$ cat src/rtl/uart_rx_word_assembler.sv
// Packs four UART receive bytes MSB-first into a 32-bit word behind a valid/ready
// output register, with an inter-byte timeout and a sticky overrun flag.
module uart_rx_word_assembler #(
  parameter int TIMEOUT_CYCLES = 50000,
  parameter int CNT_W          = 16
) (
  input  logic        sys_clk,
  input  logic        reset,
  input  logic [7:0]  rx_data,
  input  logic        rx_done,
  input  logic        word_ready,
  output logic [31:0] word_out,
  output logic        word_valid,
  output logic [1:0]  byte_idx,
  output logic        overrun,
  output logic        timeout_err
);

  typedef enum logic {ASM_IDLE = 1'b0, ASM_COLLECT = 1'b1} asm_state_e;

  // Expiry is decided one count early so the discard lands on the edge where
  // the counter would have reached TIMEOUT_CYCLES-1.
  localparam logic [CNT_W-1:0] EXPIRE_AT = CNT_W'(TIMEOUT_CYCLES - 2);

  logic             sync1_q, sync1_d;
  logic             sync2_q, sync2_d;
  logic             done_prev_q, done_prev_d;
  logic             stb_q, stb_d;
  asm_state_e       state_q, state_d;
  logic [1:0]       byte_idx_q, byte_idx_d;
  logic [23:0]      asm_q, asm_d;
  logic [CNT_W-1:0] cnt_q, cnt_d;
  logic [31:0]      word_q, word_d;
  logic             valid_q, valid_d;
  logic             overrun_q, overrun_d;
  logic             timeout_err_q, timeout_err_d;

  logic             expire;
  logic             complete;
  logic [31:0]      new_word;

  always_comb begin
    // NOTE: every signal written here gets a default first, so no path infers a latch.
    sync1_d       = rx_done;
    sync2_d       = sync1_q;
    done_prev_d   = sync2_q;
    stb_d         = sync2_q & ~done_prev_q;
    state_d       = state_q;
    byte_idx_d    = byte_idx_q;
    asm_d         = asm_q;
    cnt_d         = '0;
    word_d        = word_q;
    valid_d       = valid_q;
    overrun_d     = overrun_q;
    timeout_err_d = 1'b0;
    complete      = 1'b0;
    new_word      = {asm_q, rx_data};
    expire        = (state_q == ASM_COLLECT) && (cnt_q == EXPIRE_AT);

    if (state_q == ASM_COLLECT && !expire && !stb_q) cnt_d = cnt_q + CNT_W'(1);

    if (expire) begin
      state_d       = ASM_IDLE;
      byte_idx_d    = 2'd0;
      timeout_err_d = 1'b1;
    end

    if (stb_q) begin
      if (expire || state_q == ASM_IDLE) begin
        // A byte arriving on the expiry edge starts a fresh word.
        asm_d[23:16] = rx_data;
        byte_idx_d   = 2'd1;
        state_d      = ASM_COLLECT;
      end else begin
        case (byte_idx_q)
          2'd1:    asm_d[15:8] = rx_data;
          2'd2:    asm_d[7:0]  = rx_data;
          default: complete    = 1'b1;
        endcase
        byte_idx_d = byte_idx_q + 2'd1;
        if (complete) state_d = ASM_IDLE;
      end
    end

    if (complete) begin
      if (!valid_q || word_ready) begin
        word_d  = new_word;
        valid_d = 1'b1;
      end else begin
        overrun_d = 1'b1;
      end
    end else if (valid_q && word_ready) begin
      valid_d = 1'b0;
    end
  end

  // NOTE: non-blocking assignments so every flop samples pre-edge values.
  always_ff @(posedge sys_clk) begin
    if (!reset) begin
      sync1_q       <= 1'b0;
      sync2_q       <= 1'b0;
      done_prev_q   <= 1'b0;
      stb_q         <= 1'b0;
      state_q       <= ASM_IDLE;
      byte_idx_q    <= 2'd0;
      asm_q         <= '0;
      cnt_q         <= '0;
      word_q        <= '0;
      valid_q       <= 1'b0;
      overrun_q     <= 1'b0;
      timeout_err_q <= 1'b0;
    end else begin
      sync1_q       <= sync1_d;
      sync2_q       <= sync2_d;
      done_prev_q   <= done_prev_d;
      stb_q         <= stb_d;
      state_q       <= state_d;
      byte_idx_q    <= byte_idx_d;
      asm_q         <= asm_d;
      cnt_q         <= cnt_d;
      word_q        <= word_d;
      valid_q       <= valid_d;
      overrun_q     <= overrun_d;
      timeout_err_q <= timeout_err_d;
    end
  end

  assign word_out    = word_q;
  assign word_valid  = valid_q;
  assign byte_idx    = byte_idx_q;
  assign overrun     = overrun_q;
  assign timeout_err = timeout_err_q;

endmodule

$ cat config.mk
export PLATFORM = sky130hd
export DESIGN_NAME = uart_rx_word_assembler
export DESIGN_NICKNAME = d
export VERILOG_FILES = /design/src/rtl/uart_rx_word_assembler.sv
export SDC_FILE = /design/constraint.sdc
export NUM_CORES = 1
export LEC_CHECK = 0
export BUFFER_PORTS_ARGS = -buffer_cell sky130_fd_sc_hd__buf_4
export CORE_AREA = 3 3 80 82
export CTS_CLUSTER_DIAMETER = 50
export DETAILED_ROUTE_END_ITERATION = 8
export DIE_AREA = 0 0 83 85
export PLACE_DENSITY = 0.76
export SYNTH_ARGS = -nofsm -noshare
export SYNTH_HDL_FRONTEND = slang
export SYNTH_SLANG_ARGS = --single-unit
$ cat constraint.sdc
create_clock -name sys_clk -period 2.4 [get_ports sys_clk]
set_clock_uncertainty 0.05 [all_clocks]
set_input_delay 0.12 -clock sys_clk [delete_from_list [all_inputs] [get_ports sys_clk]]
set_output_delay 0.12 -clock sys_clk [all_outputs]
set_load 0.03 [all_outputs]
==> impl.org, run 1 <==
** Timing
- The final hold violation count is 0.
- Setup slack on the critical path of the routed design comes to ~0.40 ns.
- Max Slew Vio Count :: 0
- In this run the tightest slew margin relative to its limit is 61.1%.
- Setup repair after global routing left no endpoint under its margin.
- For this run, the top clock speed supported by timing is 499 MHz.
- Final-layout setup total negative slack :: 0 ns
- Ratio of final minimum period to clock period :: a little over four fifths
- Setup violations remaining at the end of the flow were counted as 0.
- Counting I/O delays and the setup requirement, the final critical path takes approximately 2 ns.
- At the pin with the least slew margin, the transition time is 0.584 ns.

** Pwr
- Power spread over the standard cell area amounts to roughly 650 nW/um2.
- Leakage power :: 1.46 nW
- After layout, the design draws a total of 2.44 mW.
- VDD sags by at most 0.396 mV.

** Run
- Total of max-cap violations :: 0

** Routing
- After detailed routing, the number of remaining DRC violations is 0.
- Detailed routing inserted a total of roughly 2300 vias.
- The first TritonRoute pass finished after 4 iterations.
- After the first detailed-routing iteration, the DRC count stood at 163.
- Number of antenna-violating nets in the routed design :: 0
- In the final routed layout, each cell accounts on average for 13.6 um.
- Wires add up to between 6000 and 7000 um.
- Routed via count divided by cell count :: slightly above 5

** Global route
- Global routing usage on met2 :: 27.5%
- Global-route congestion overflow total :: 0
- The number of global-route vias before repair came to 2172.
- Initial antenna violation count :: 0
- met2 is the most crowded layer.
- Global router's overall resource usage :: approximately 18%
- Entering global routing, the biggest net connects 39 pins.
- GR Layer Usage met3 :: under 10%
- The first global-routing pass estimated 10100 um of wire.
- For met1 alone, demand over resource in global routing was 23.5%.

** CTS
- TritonCTS built the clock tree.
- Count of clock tree sinks :: 82
- Root cell of the clock tree :: sky130_fd_sc_hd__clkbuf_8
- Clock transition at the register clock pins on the worst setup and hold paths after CTS :: around 0.10 ns
- Clock tree synthesis inserted a total of 9 buffers.
- The later pin in the worst-skew pair is clocked with a latency of 0.34 ns.
- H-Tree Level Count :: 3
- Largest buffer count on any clock path :: 2
- Setup Fix Bufs, Post-CTS :: 0
- Number of gates given a new drive strength after cts :: 0
- Post-CTS Hold Buffers :: 1

** Yosys
- After synthesis, the cell types taking the most area are sky130_fd_sc_hd__dfxtp_1 52%, sky130_fd_sc_hd__mux2i_1 18%, sky130_fd_sc_hd__nand2_1 8.3%, sky130_fd_sc_hd__xor2_1 2.5%, sky130_fd_sc_hd__nor2_1 2.0%.
- Dividing the synthesized area by the synthesized cell count gives 10.0 um2.
- Async set-reset flop share out of synthesis :: 0%
- Synthesis instantiated 34 different standard cells from the library.
- Synthesized netlist cell count :: 316
- Top FF cell, synth :: sky130_fd_sc_hd__dfxtp_1
- For this run, the register share of the synthesized area comes to ~52%.
- Mapped Nets :: 332
- Number of flops mapped to enable cells by yosys :: 0
- Summed over all instances, the cell type with the most area after synthesis is sky130_fd_sc_hd__dfxtp_1.
- Share of Yosys cell area claimed by the top area cell type :: 51.9%
- The Yosys step of the flow raised 0 warnings.
- After synthesis the netlist holds a flip-flop and latch count of 82.
- Area of the mapped netlist :: 3160 um2

** Floorplanning
- Die outline width :: ~83 um
- After floorplanning, the core was divided into 28 placement rows.
- The die is 85 um tall.
- I/O Pins :: 49
- Initial core utilization :: 54.3%
- Core region area :: 5820 um2
- Die area :: 7060 um2

** Cells and area
- In the layout the commonest cells are 82 x sky130_fd_sc_hd__dfxtp_1, 70 x sky130_fd_sc_hd__nand2_1, 57 x sky130_fd_sc_hd__mux2i_1, 49 x sky130_fd_sc_hd__buf_4, 17 x sky130_fd_sc_hd__nor2_1.
- The library cell used most frequently in the layout, excluding fill and tap cells, is sky130_fd_sc_hd__dfxtp_1.
- Layout cell share with drive strength beyond 1 :: between 10% and 20%
- From synthesis to final layout, the design area changed by 19.5%.
- Final nets :: approximately 380
- The layout has 504 filler cells.
- Ant diodes :: 0

** Placed design
- Port bufs :: 48
- Timing analysis after detailed placement gives a worst setup slack of between 0.3 and 0.4 ns.
- After legalization and detailed placement, the total HPWL measured 4130 um.
- Gp weighted congestion :: about 0.83

** Worst setup path
- Category of the worst setup path launch point :: register
- Data on the critical path is required at its endpoint by roughly 2.6 ns.
- Setup slack of the most critical reg-to-reg path :: ~0.40 ns
- Ordered cell list for the critical path :: inv_1 -> ha_1 -> nor3b_1 -> and4_1 -> o21ai_2 -> mux2i_1
- On the worst path, the slowest cell contributes a delay of 0.51 ns.
- Cell with the largest stage delay on the worst path :: sky130_fd_sc_hd__o21ai_2
- The critical path in this run is classified as register to register.
- The worst setup path is captured at a register.
- Top fanout value on the critical path :: 8
- Data arrival time of the critical path :: around 2.2 ns

** Min path
- The min-delay analysis places its worst path in the category primary input to register.

** Outcome
- The run finished with clean final reports.
## path summary, 6_finish.rpt
path,to,startpoint,cells past startpoint
worst max-delay path,asm_q[21],cnt_q[0],6
worst min-delay path,asm_q[8],rx_data[0],3
worst max register to register,asm_q[21],cnt_q[0],6
worst min register to register,stb_q,done_prev_q,1
## kinds of logic after synthesis
group | count (synthesis) | synth area share, %
compound gates | 8 | 1.90
xor+xnor | 14 | 3.88
fa+ha+maj | 4 | 1.58
buf+inv | 22 | 3.44
flops | 82 | 51.9
mux | 57 | 18.1
simple gates | 129 | 19.2
## through the flow
| stage | utilization (%) | cells | cell area (um2) | hold WS (ns) |
|---|---|---|---|---|
| floorplan | - | 316 | 3160 | 0.197 |
| global placement | 61.3 | 426 | 3560 | 0.281 |
| detailed placement | 61.3 | 426 | 3560 | 0.289 |
| CTS | 64.9 | 443 | 3780 | 0.0568 |
| global route | 64.9 | 443 | 3780 | 0.0734 |
| finish | 64.9 | 443 | 3780 | 0.0546 |
## layout make-up
type                       count  area [um2]  share of cell area [%]
timing repair buffer          51         398                    10.5
clock inverter                 7        77.6                    2.05
sequential                    82        1640                    43.5
tap                           75        93.8                    2.49
inverter                       7        26.3                   0.696
clock buffer                   9         124                    3.28
multi-input combinational    212        1420                    37.5
## per-layer routing
metal	share of wire, %	vias up
met5	0	-
met4	0.85	0
met3	3.7	4
met2	47	34
met1	49	1067
li1	-	1162
## worst max-delay path, delay by kind of cell, from the launching register on
family,cells,cell delay [ns]
AOI/OAI and AO/OA,1,0.51
and+or+nand+nor,2,0.44
DFF,1,0.42
muxes,1,0.25
adders and majority gates,1,0.20
buffers and inverters,1,0.07
## synth_stat cells (all sizes together) (4+ instances only)
master	n
and2	4
and4	4
buf	6
clkbuf	9
dfxtp	82
ha	4
inv	7
mux2i	57
nand2	70
nand3	8
nand4	9
nor2	20
xnor2	5
xor2	9
## sequential cells by signal, indices dropped and copies added (netlist names)
register and flops:
asm_q 24, byte_idx 2, cnt_q 16, done_prev_d 1, done_prev_q 1, overrun 1
state_q 1, stb_q 1, sync1_q 1, timeout_err 1, word_out 32, word_valid 1
## where the power goes
part	switching, mW	internal (mW)
Sequential	0.00501	1.37
Clock	0.516	0.490
Combinational	0.0424	0.0248
(Power assumes the default switching activity.)
==> inputs of run 2 (changes only) <==
--- a/config.mk
+++ b/config.mk
@@ -6,11 +6,11 @@
 export NUM_CORES = 1
 export LEC_CHECK = 0
 export BUFFER_PORTS_ARGS = -buffer_cell sky130_fd_sc_hd__buf_4
-export CORE_AREA = 3 3 80 82
+export CORE_AREA = 3 3 84 86
 export CTS_CLUSTER_DIAMETER = 50
 export DETAILED_ROUTE_END_ITERATION = 8
-export DIE_AREA = 0 0 83 85
-export PLACE_DENSITY = 0.76
+export DIE_AREA = 0 0 87 89
+export PLACE_DENSITY = 0.73
 export SYNTH_ARGS = -nofsm -noshare
 export SYNTH_HDL_FRONTEND = slang
 export SYNTH_SLANG_ARGS = --single-unit
==> constraint.sdc (replaced) <==
create_clock -name sys_clk -period 1.79 [get_ports sys_clk]
set_clock_uncertainty 0.05 [all_clocks]
set_input_delay 0.0895 -clock sys_clk [delete_from_list [all_inputs] [get_ports sys_clk]]
set_output_delay 0.0895 -clock sys_clk [all_outputs]
set_load 0.03 [all_outputs]
==> impl.org, run 2 (same netlist as run 1, synthesis figures left out) <==
** Outcome
- The run finished with clean final reports.

** CTS
- Count of clock tree sinks :: 82
- The H-tree generated during clock tree synthesis spans 3 levels.
- Clock transition at the register clock pins on the worst setup and hold paths after CTS :: ~0.08 ns
- Total CTS buffers :: 9
- The later pin in the worst-skew pair is clocked with a latency of 0.35 ns.
- TritonCTS clock tree :: done
- Largest buffer count on any clock path :: 2
- The root buffer cell chosen for the clock tree is sky130_fd_sc_hd__clkbuf_8.

** Worst setup path
- The largest single stage delay on the critical path is 0.51 ns.
- On the critical path, the stage with the largest delay is an instance of sky130_fd_sc_hd__or4_4.
- For the worst setup path, the data required time is 2.02 ns.
- At the worst endpoint, the arrival time is 1.97 ns.
- The setup path with the least slack is of type register to register.
- Buf/Inv on CP :: 1
- Ordered cell list for the critical path :: inv_2 -> ha_2 -> nor3b_1 -> and4_2 -> or4_4 -> nor2_1
- On the critical path the largest part of the delay comes from simple AND/OR/NAND/NOR gates.
- Top fanout value on the critical path :: 8
- STA classifies the critical path endpoint as a register.
- Category of the worst setup path launch point :: register

** Pwr
- In this run the static leakage power is 1.60 nW.
- Gate power share :: under 10%
- In this run, flip-flops and latches consume 59.1% of the power.
- Design internal power :: 2.40 mW
- Total power divided by cell area :: approximately 770 nW/um2
- The design draws a little over 3 mW.
- Summed over all nets, the switching power comes to roughly 0.70 mW.
- Of the total power, the clock network draws a little under two fifths.
- Switching part of the total power :: 22.5%
- VDD sags by at most 0.526 mV.

** Placed design
- After detailed placement, the design holds a cell count of 450.
- Gp weighted congestion :: 0.787
- Half-perimeter wire length after detailed placement :: 4280 um
- Port bufs :: 48

** Routing
- Once detail routing completed, the nets flagged for antenna violations numbered 0.
- Number of vias in the routed layout :: about 2400
- In the final routed layout, each cell accounts on average for 14.4 um.
- Total Routed Length :: approximately 6800 um
- Dividing the detail-routed via count by the number of cells gives 5.18.
- Detailed router's first-iteration violation count :: 96
- The first detailed-routing pass took 4 iterations.
- For this run, design rule violations remaining after detail routing come to 0.

** Cells and area
- Number of filler instances in the final layout :: 493
- Synth-to-Final Area Change :: 28.1%
- Leaving out fill and tap cells, the most frequent cell in the layout is sky130_fd_sc_hd__dfxtp_1.
- After the last flow step, the layout net total stands at 407.
- 0 antenna diodes ended up in the layout.
- In the layout the commonest cells are 80 x sky130_fd_sc_hd__dfxtp_1, 70 x sky130_fd_sc_hd__nand2_1, 70 x sky130_fd_sc_hd__buf_4, 57 x sky130_fd_sc_hd__mux2i_1, 17 x sky130_fd_sc_hd__nor2_1.
- Multi-input gate area in the final layout :: approximately 1500 um2
- Across the whole layout, storage elements account for around 1600 um2.
- Layout cell share with drive strength beyond 1 :: 26.6%
- Excluding fillers, the count of instances in the completed layout stands at 472.
- Flip-flop count of the largest register, all copies and words added :: 32

** Global route
- The initial antenna violation count was 0.
- The number of global-route vias before repair is between 2000 and 2500.
- Global routing consumed, on the met2 layer, 29.3% of the routing resources.
- Global routing finished with a remaining overflow of 0.
- Met1 routing resource usage after global routing :: 25.6%
- Wire length of the first global-routing pass :: 11400 um
- Global router's overall resource usage :: 19.0%
- GR Layer Usage met3 :: 5.53%
- Peak-usage layer in the global routing report :: met2
- Entering global routing, the biggest net connects 72 pins.

** Timing
- Ratio of final minimum period to clock period :: 97.3%
- Measured slew at the worst slew-check pin :: 0.407 ns
- Peak clock frequency supported by timing :: 574 MHz
- Hold violation total from the final report :: 0
- The worst pin sits at a relative slew slack of 72.6%.
- Time the final worst path needs with I/O delays and setup :: 1.74 ns
- # setup viols final :: 0
- For the final routed database, the setup TNS stands at 0 ns.
- The number of max-slew violations in the final report came to 0.

** Floorplanning
- The floorplan has 29 rows.
- The floorplan step defined a core boundary enclosing 6350 um2.
- In this run the count of I/O pins placed on the die edge is 49.
- Die area :: between 7000 and 8000 um2
- The die is 87 um wide.
- Die Y :: 89 um
- Once the floorplan was initialized, standard cells occupied around 50% of the core.

** Run
- Across the run, the number of max-cap violations was 0.

** Min path
- Hold crit path type :: primary input to register
run 2: cell types whose count changed in the layout (fill, tap and decap cells not counted), sizes merged:
cell and change:
clkbuf +1, clkinv +1, inv -2, buf +25, and4 +1, nor2 +1, or4 +1, bufinv -1
run 2: layer usage:
layer | up-vias | routed length [um]
li1 | 1227 | -
met1 | 1162 | 3290
met2 | 48 | 3130
met3 | 7 | 303
met4 | 0 | 74
met5 | - | 0
run 2: layout make-up:
cell class / count / area share, %
clock inverters: 5 / 0.773
multi-input cells: 215 / 36.5
well taps: 77 / 2.38
repair buffers: 76 / 15.7
inverters: 7 / 0.649
flip-flops and latches: 82 / 40.6
clock buffers: 10 / 3.40
run 2: stage by stage:
step	hold WS, ns	util [%]	setup slack, ns	area, um2
6_report	0.0543	63.7	0.0488	4050
5_1_grt	0.0575	63.7	-0.0280	4050
4_1_cts	0.0449	63.5	0.0746	4030
3_5_place_dp	0.253	58.9	-0.379	3740
3_3_place_gp	0.253	58.9	-0.357	3740
2_1_floorplan	0.167	-	-0.000707	3170
run 2: final timing paths:
kind                from         to  slack [ns]  depth (start not counted)
max             cnt_q[0]  cnt_q[11]        0.05                          6
min           rx_data[3]  asm_q[19]        0.05                          3
max reg2reg     cnt_q[0]  cnt_q[11]        0.05                          6
min reg2reg  done_prev_q      stb_q        0.33                          1
run 2: worst reg2reg max path, stage by stage (launching register included):
cell and delay, ns:
sky130_fd_sc_hd__dfxtp_2 0.34, sky130_fd_sc_hd__inv_2 0.03, sky130_fd_sc_hd__ha_2 0.17, sky130_fd_sc_hd__nor3b_1 0.16
sky130_fd_sc_hd__and4_2 0.29, sky130_fd_sc_hd__or4_4 0.51, sky130_fd_sc_hd__nor2_1 0.13
run 2: power by group through the flow:
stage          registers [mW]  clock network (mW)  logic, mW
2_1_floorplan            1.88                   0     0.0540
3_3_place_gp             1.88                   0     0.0990
3_5_place_dp             1.88                   0     0.0999
4_1_cts                  1.84                1.19      0.108
5_1_grt                  1.84                1.28      0.118
6_report                 1.84                1.16      0.109
run 2: repair_timing:
action | in CTS | in global routing
hold buffers | 1 | 0
pin swaps | 3 | 2
endpoints found under the setup margin | 71 | 9
endpoints found under the hold margin | 1 | 0
gates cloned | 2 | 1
setup buffers | 4 | 0
resized for setup | 7 | 1
